[src/rtl/seq_divider_if.sv]
// Start/Busy/Done handshake and operand/result bus for seq_divider.
// The master side issues requests and the slave side is the divider.
interface seq_divider_if #(
   parameter int WIDTH = 4
);
   logic             Start;
   logic [WIDTH-1:0] Dividend;
   logic [WIDTH-1:0] Divisor;
   logic [WIDTH-1:0] Quotient;
   logic [WIDTH-1:0] Remainder;
   logic             Busy;
   logic             Done;
   logic             DivByZero;

   modport master (
      output Start, Dividend, Divisor,
      input  Quotient, Remainder, Busy, Done, DivByZero
   );

   modport slave (
      input  Start, Dividend, Divisor,
      output Quotient, Remainder, Busy, Done, DivByZero
   );
endinterface

[src/rtl/seq_divider.sv]
// Multi-cycle restoring divider, one quotient bit per clock, Start/Busy/Done handshake.
// Define SIGNED_DIV_EN for two's-complement operands (adds a one-cycle FIXUP sign stage).
module seq_divider #(
   parameter int WIDTH = 4
) (
   input logic         clk,
   input logic         rst,
   seq_divider_if.slave bus
);
   localparam int CW = $clog2(WIDTH);

   typedef enum logic [1:0] {
      ST_IDLE,
      ST_RUN,
      ST_DONE
`ifdef SIGNED_DIV_EN
      , ST_FIXUP
`endif
   } state_e;

   state_e           state_q;
   logic [CW-1:0]    count_q;
   logic [WIDTH-1:0] r_q, q_q, d_q;
   logic [WIDTH-1:0] quotient_q, remainder_q;
   logic             busy_q, done_q, dbz_q, zero_q;
`ifdef SIGNED_DIV_EN
   logic             q_neg_q, r_neg_q;
`endif

   logic [WIDTH-1:0] a_mag, d_mag, r_d, q_d;
   logic [WIDTH:0]   shifted, trial;
   logic             last;

   // NOTE: every always_comb output gets a default first so no latch is inferred.
   always_comb begin
      a_mag = bus.Dividend;
      d_mag = bus.Divisor;
`ifdef SIGNED_DIV_EN
      if (bus.Dividend[WIDTH-1]) a_mag = -bus.Dividend;
      if (bus.Divisor[WIDTH-1])  d_mag = -bus.Divisor;
`endif
      // R stays below 2^(WIDTH-1) until the final shift, so r_q's MSB is always 0 here.
      shifted = {r_q, q_q[WIDTH-1]};
      trial   = shifted - {1'b0, d_q};
      r_d     = trial[WIDTH] ? shifted[WIDTH-1:0] : trial[WIDTH-1:0];
      q_d     = {q_q[WIDTH-2:0], ~trial[WIDTH]};
      last    = (count_q == CW'(WIDTH - 1));
   end

   // NOTE: sequential state uses non-blocking assignments only; all registers,
   // datapath included, are cleared by reset because results are observable.
   always_ff @(posedge clk) begin
      if (rst) begin
         state_q     <= ST_IDLE;
         count_q     <= '0;
         r_q         <= '0;
         q_q         <= '0;
         d_q         <= '0;
         quotient_q  <= '0;
         remainder_q <= '0;
         busy_q      <= 1'b0;
         done_q      <= 1'b0;
         dbz_q       <= 1'b0;
         zero_q      <= 1'b0;
`ifdef SIGNED_DIV_EN
         q_neg_q     <= 1'b0;
         r_neg_q     <= 1'b0;
`endif
      end else begin
         done_q <= 1'b0;
         unique case (state_q)
            ST_IDLE: begin
               if (bus.Start) begin
                  count_q <= '0;
                  r_q     <= '0;
                  d_q     <= d_mag;
                  dbz_q   <= 1'b0;
                  busy_q  <= 1'b1;
                  zero_q  <= (bus.Divisor == '0);
                  // a zero divisor parks the raw dividend in q_q for the remainder
                  q_q     <= (bus.Divisor == '0) ? bus.Dividend : a_mag;
`ifdef SIGNED_DIV_EN
                  q_neg_q <= bus.Dividend[WIDTH-1] ^ bus.Divisor[WIDTH-1];
                  r_neg_q <= bus.Dividend[WIDTH-1];
`endif
                  state_q <= ST_RUN;
               end
            end
            ST_RUN: begin
               if (zero_q) begin
                  quotient_q  <= '1;
                  remainder_q <= q_q;
                  dbz_q       <= 1'b1;
                  busy_q      <= 1'b0;
                  done_q      <= 1'b1;
                  state_q     <= ST_DONE;
               end else begin
                  r_q     <= r_d;
                  q_q     <= q_d;
                  count_q <= count_q + CW'(1);
                  if (last) begin
`ifdef SIGNED_DIV_EN
                     state_q     <= ST_FIXUP;
`else
                     quotient_q  <= q_d;
                     remainder_q <= r_d;
                     busy_q      <= 1'b0;
                     done_q      <= 1'b1;
                     state_q     <= ST_DONE;
`endif
                  end
               end
            end
`ifdef SIGNED_DIV_EN
            ST_FIXUP: begin
               quotient_q  <= q_neg_q ? -q_q : q_q;
               remainder_q <= r_neg_q ? -r_q : r_q;
               busy_q      <= 1'b0;
               done_q      <= 1'b1;
               state_q     <= ST_DONE;
            end
`endif
            ST_DONE: state_q <= ST_IDLE;
            default: state_q <= ST_IDLE;
         endcase
      end
   end

   assign bus.Quotient  = quotient_q;
   assign bus.Remainder = remainder_q;
   assign bus.Busy      = busy_q;
   assign bus.Done      = done_q;
   assign bus.DivByZero = dbz_q;
endmodule

[src/flat_wrapper.sv]
// flat-port wrapper written by rule: the top's interface ports become plain ports
module seq_divider_flat 
#(
   parameter int WIDTH = 4
)
  (clk, rst, bus_Start, bus_Dividend, bus_Divisor, bus_Quotient, bus_Remainder, bus_Busy, bus_Done, bus_DivByZero);
  seq_divider_if #(.WIDTH(WIDTH)) bus_i ();
  input logic clk;
  input logic rst;
  input wire logic [$bits(bus_i.Start)-1:0] bus_Start;
  input wire logic [$bits(bus_i.Dividend)-1:0] bus_Dividend;
  input wire logic [$bits(bus_i.Divisor)-1:0] bus_Divisor;
  output wire logic [$bits(bus_i.Quotient)-1:0] bus_Quotient;
  output wire logic [$bits(bus_i.Remainder)-1:0] bus_Remainder;
  output wire logic [$bits(bus_i.Busy)-1:0] bus_Busy;
  output wire logic [$bits(bus_i.Done)-1:0] bus_Done;
  output wire logic [$bits(bus_i.DivByZero)-1:0] bus_DivByZero;
  assign bus_i.Start = bus_Start;
  assign bus_i.Dividend = bus_Dividend;
  assign bus_i.Divisor = bus_Divisor;
  assign bus_Quotient = bus_i.Quotient;
  assign bus_Remainder = bus_i.Remainder;
  assign bus_Busy = bus_i.Busy;
  assign bus_Done = bus_i.Done;
  assign bus_DivByZero = bus_i.DivByZero;
  seq_divider #(.WIDTH(WIDTH)) u_core (.clk(clk), .rst(rst), .bus(bus_i));
endmodule
[config.mk]
export PLATFORM = sky130hd
export DESIGN_NAME = seq_divider_flat
export DESIGN_NICKNAME = d
export VERILOG_FILES = /design/src/rtl/seq_divider_if.sv /design/src/rtl/seq_divider.sv /design/src/flat_wrapper.sv
export SDC_FILE = /design/constraint.sdc
export NUM_CORES = 1
export LEC_CHECK = 0
export BUFFER_PORTS_ARGS = -buffer_cell sky130_fd_sc_hd__buf_2
export CORE_MARGIN = 2
export CORE_UTILIZATION = 59
export CTS_CLUSTER_SIZE = 40
export DETAILED_ROUTE_END_ITERATION = 6
export PLACE_DENSITY = 0.83
export SYNTH_ARGS = -nofsm -noshare
export SYNTH_HDL_FRONTEND = slang
export SYNTH_SLANG_ARGS = --single-unit
[constraint.sdc]
create_clock -name clk -period 5.7 [get_ports clk]
set_clock_uncertainty 0.1 [all_clocks]
set_input_delay 1.14 -clock clk [delete_from_list [all_inputs] [get_ports clk]]
set_output_delay 1.14 -clock clk [all_outputs]
set_load 0.05 [all_outputs]
==> metrics.csv <==
stage,metric,value,unit
status,status,completed,
clock_network,clk buf depth,2,
worst_setup_path,crit-path leading delay family,adder cells,
sta,Tmin final,2.55,ns
worst_setup_path,reg2reg end,u_core.r_q[0]$_SDFFE_PP0P_,
grt,first-pass GRT wire length,4.62,mm
sta,Max Slew Vio Count,0,
die,FP Rows,17,
worst_setup_path,Crit path required time,5.85,ns
route,Routed WL per cell,13.2,um
grt,GRT Overall Usage,23.7,%
finish,multi-input logic area,713,sq um
worst_setup_path,FF-to-FF path depth,8,
route,WL final,2.73,mm
pwr,Int Pwr,313,uW
synth,Post-synth ARST share,0,%
finish,nets@finish,197,
pwr,Net Sw Frac,28.4,%
sta,relative slew slack,49.1,%
sta,maximum clock frequency,392,MHz
worst_setup_path,critical path capture point type,register,
sta,Finish-stage setup viols,0,
worst_setup_path,Crit-path slowest cell,xor2_2,
route,DR DRC count,0,
flow_run,maxcap violations,0,
clock_network,htree depth,1,
synth,"Seq/Total Area, Yosys",41.7,%
worst_setup_path,crit path DAT,2.70,ns
synth,syn nets,180,
place,placed insts,203,
clock_network,root cell of the clock tree,clkbuf_4,
synth,"area leader, netlist",dfxtp_1,
route,first drt pass iteration count,4,
pwr,Psw,124,uW
finish,Layout area overhead,11.0,%
worst_setup_path,worst-path fanout max,12,
pwr,LEAKAGE,0.628,nW
clock_network,CTS Buf Count,3,
sta,RSZ-0062 raised after global routing,false,
die,I/O pin cnt,22,
worst_setup_path,CP Buf/Inv Count,1,
die,Die W,51.7,um
clock_network,CTS Hold Buffers Added,0,
finish,share of layout cells above drive strength 1,19.6,%
synth,Synth cell types,39,
clock_network,CTS tree,done,
finish,Layout Cells excl Fill,207,
finish,Filler Cells Inserted,181,
pwr,total design power,437,uW
clock_network,Worst-path clk slew,0.15,ns
sta,Least-Margin Pin Slew,0.758,ns
route,via/cell ratio,5.59,
grt,vias in the first global route,1071,
pwr,Clock power frac,30.1,%
pwr,Gate power share,21.0,%
hold_path,HP Start,u_core.d_q[2]$_SDFFE_PP0P_,
pwr,Peak VDD IR,0.210,mV
pwr,Flop pwr share,48.9,%
sta,worst setup slack after layout,3.15,ns
sta,Fin. Hold Viols,0,
die,Starting Density,61.4,%
worst_setup_path,Critical Path Start Type,register,
die,Core ar.,2190,sq um
clock_network,clk sink count,28,
die,die area,2680,sq um
place,post-DP HPWL,2.01,mm
synth,top_reg_cell synth,dfxtp_1,
worst_setup_path,Setup CP Type,reg2reg,
sta,fin crit share,44.8,%
hold_path,min-delay worst type,reg2reg,
pwr,PwrDens,293,nW/um^2
hold_path,Worst Hold Depth,2,
route,via count,1158,
grt,largest net degree at the start of global routing,31,
worst_setup_path,"reg-to-reg slack, setup",3.15,ns
synth,Yosys warnings,0,
clock_network,clk_lat worst skew,0.34,ns
finish,Register Area,561,sq um
synth,"EDFF count, synth",0,
synth,Yosys reg bits,28,
synth,cell count after synthesis,163,
place,count of input and output buffers,21,
sta,Setup TNS,0,ns
clock_network,setup bufs post-CTS,0,
synth,synthesized area per cell,8.25,sq um
place,routability congestion estimate,0.865,
hold_path,hold endpoint,u_core.d_q[2]$_SDFFE_PP0P_,
synth,share of the synthesized area in the top cell type,41.7,%
route,iteration-0 DRC count of the detailed router,25,
worst_setup_path,Worst R2R Start,u_core.q_q[3]$_SDFFE_PP0P_,
clock_network,Post-CTS Resized,0,
place,Post-Place Setup Slack,3.16,ns
synth,top post-synthesis cells by area,"dfxtp_1 (42%), nor2_1 (7.8%), nand2_1 (6.1%)",
route,Detail Route Antenna Nets,0,
grt,initial antenna violation count,0,
synth,synthesized area,1350,sq um
synth,most instantiated cells after synthesis,"dfxtp_1 (28), nor2_1 (28), nand2_1 (22)",
finish,# diodes,0,
grt,"Remaining Overflow, GRT",0,
die,Die Y,51.7,um
worst_setup_path,"Critical Path, Cell by Cell","inv_1, ha_1, fa_1, nand2b_1, a21oi_2, xor2_2, mux2_2, o32ai_1",
worst_setup_path,CP peak stage delay,0.47,ns
## sequential cells by signal, indices dropped and copies added, names as in the netlist, 2 cells and up
name / cells
u_core.state_q: 2
u_core.q_q: 4
u_core.r_q: 4
u_core.d_q: 4
u_core.count_q: 2
u_core.bus.Remainder: 4
u_core.bus.Quotient: 4
## how the worst max path moves through the flow
| stage | slack (ns) | depth (start not counted) | end | from |
|---|---|---|---|---|
| floorplan | 3.50 | 9 | u_core.r_q[1]$_SDFFE_PP0P_ | u_core.q_q[3]$_SDFFE_PP0P_ |
| global placement | 3.28 | 8 | u_core.r_q[1]$_SDFFE_PP0P_ | u_core.q_q[3]$_SDFFE_PP0P_ |
| detailed placement | 3.16 | 8 | u_core.r_q[0]$_SDFFE_PP0P_ | u_core.q_q[3]$_SDFFE_PP0P_ |
| CTS | 3.14 | 8 | u_core.r_q[0]$_SDFFE_PP0P_ | u_core.q_q[3]$_SDFFE_PP0P_ |
| global route | 3.01 | 8 | u_core.r_q[0]$_SDFFE_PP0P_ | u_core.q_q[3]$_SDFFE_PP0P_ |
| finish | 3.15 | 8 | u_core.r_q[0]$_SDFFE_PP0P_ | u_core.q_q[3]$_SDFFE_PP0P_ |
## worst register-to-register path: stages (launching register included)
cell and delay, ns:
dfxtp_1 0.36, inv_1 0.08, ha_1 0.22, fa_1 0.40, nand2b_1 0.17, a21oi_2 0.16, xor2_2 0.47, mux2_2 0.40
o32ai_1 0.11
## metal layers
metal	track usage, %	routed length (um)	vias up
li1	-	-	594
met5	0	0	-
met4	7.89	41	0
met1	30.2	1270	534
met3	4.31	116	5
met2	40.2	1300	25
## final cells by class
class	count	area share, %
clock buffer	3	1.51
sequential	28	37.6
timing repair buffer	21	7.04
tap	28	2.35
clock inverter	1	2.01
inverter	7	1.76
multi-input combinational	119	47.8
## cells in the final DEF, fill, tap and decap left out, drive strengths merged, types with 2 or more instances in the layout
cell	count
o21ai	4
nor3	9
nand3	2
ha	5
o32ai	2
a21oi	15
or3	2
a311oi	5
nor2	29
clkbuf	3
mux2	2
mux2i	2
inv	7
a22oi	2
buf	21
a211oi	3
xor2	2
nand2b	3
nand2	23
dfxtp	28
## logic make-up (layout without fill, tap and decap cells)
group | Yosys count | in the layout | share of synthesized area, %
simple gates | 73 | 73 | 23.8
compound gates | 33 | 33 | 17.4
flops | 28 | 28 | 41.7
buf+inv | 16 | 32 | 5.30
fa+ha+maj | 6 | 6 | 6.14
mux | 4 | 4 | 3.16
xor+xnor | 3 | 3 | 2.51
## stage by stage
step	utilization [%]	hold slack, ns	area (sq um)
2_1_floorplan	-	0.336	1350
3_3_place_gp	65.7	0.343	1440
3_5_place_dp	65.7	0.365	1440
4_1_cts	68.1	0.384	1490
5_1_grt	68.1	0.394	1490
6_report	68.1	0.382	1490
## power groups by stage
stage	Combinational (mW)	Clock (mW)	Sequential (mW)
after floorplan	0.0766	0	0.220
after global placement	0.0890	0	0.218
after detailed placement	0.0913	0	0.218
after CTS	0.0919	0.133	0.214
after global routing	0.103	0.140	0.215
final	0.0917	0.132	0.214
Power figures use the tool's default switching activity.
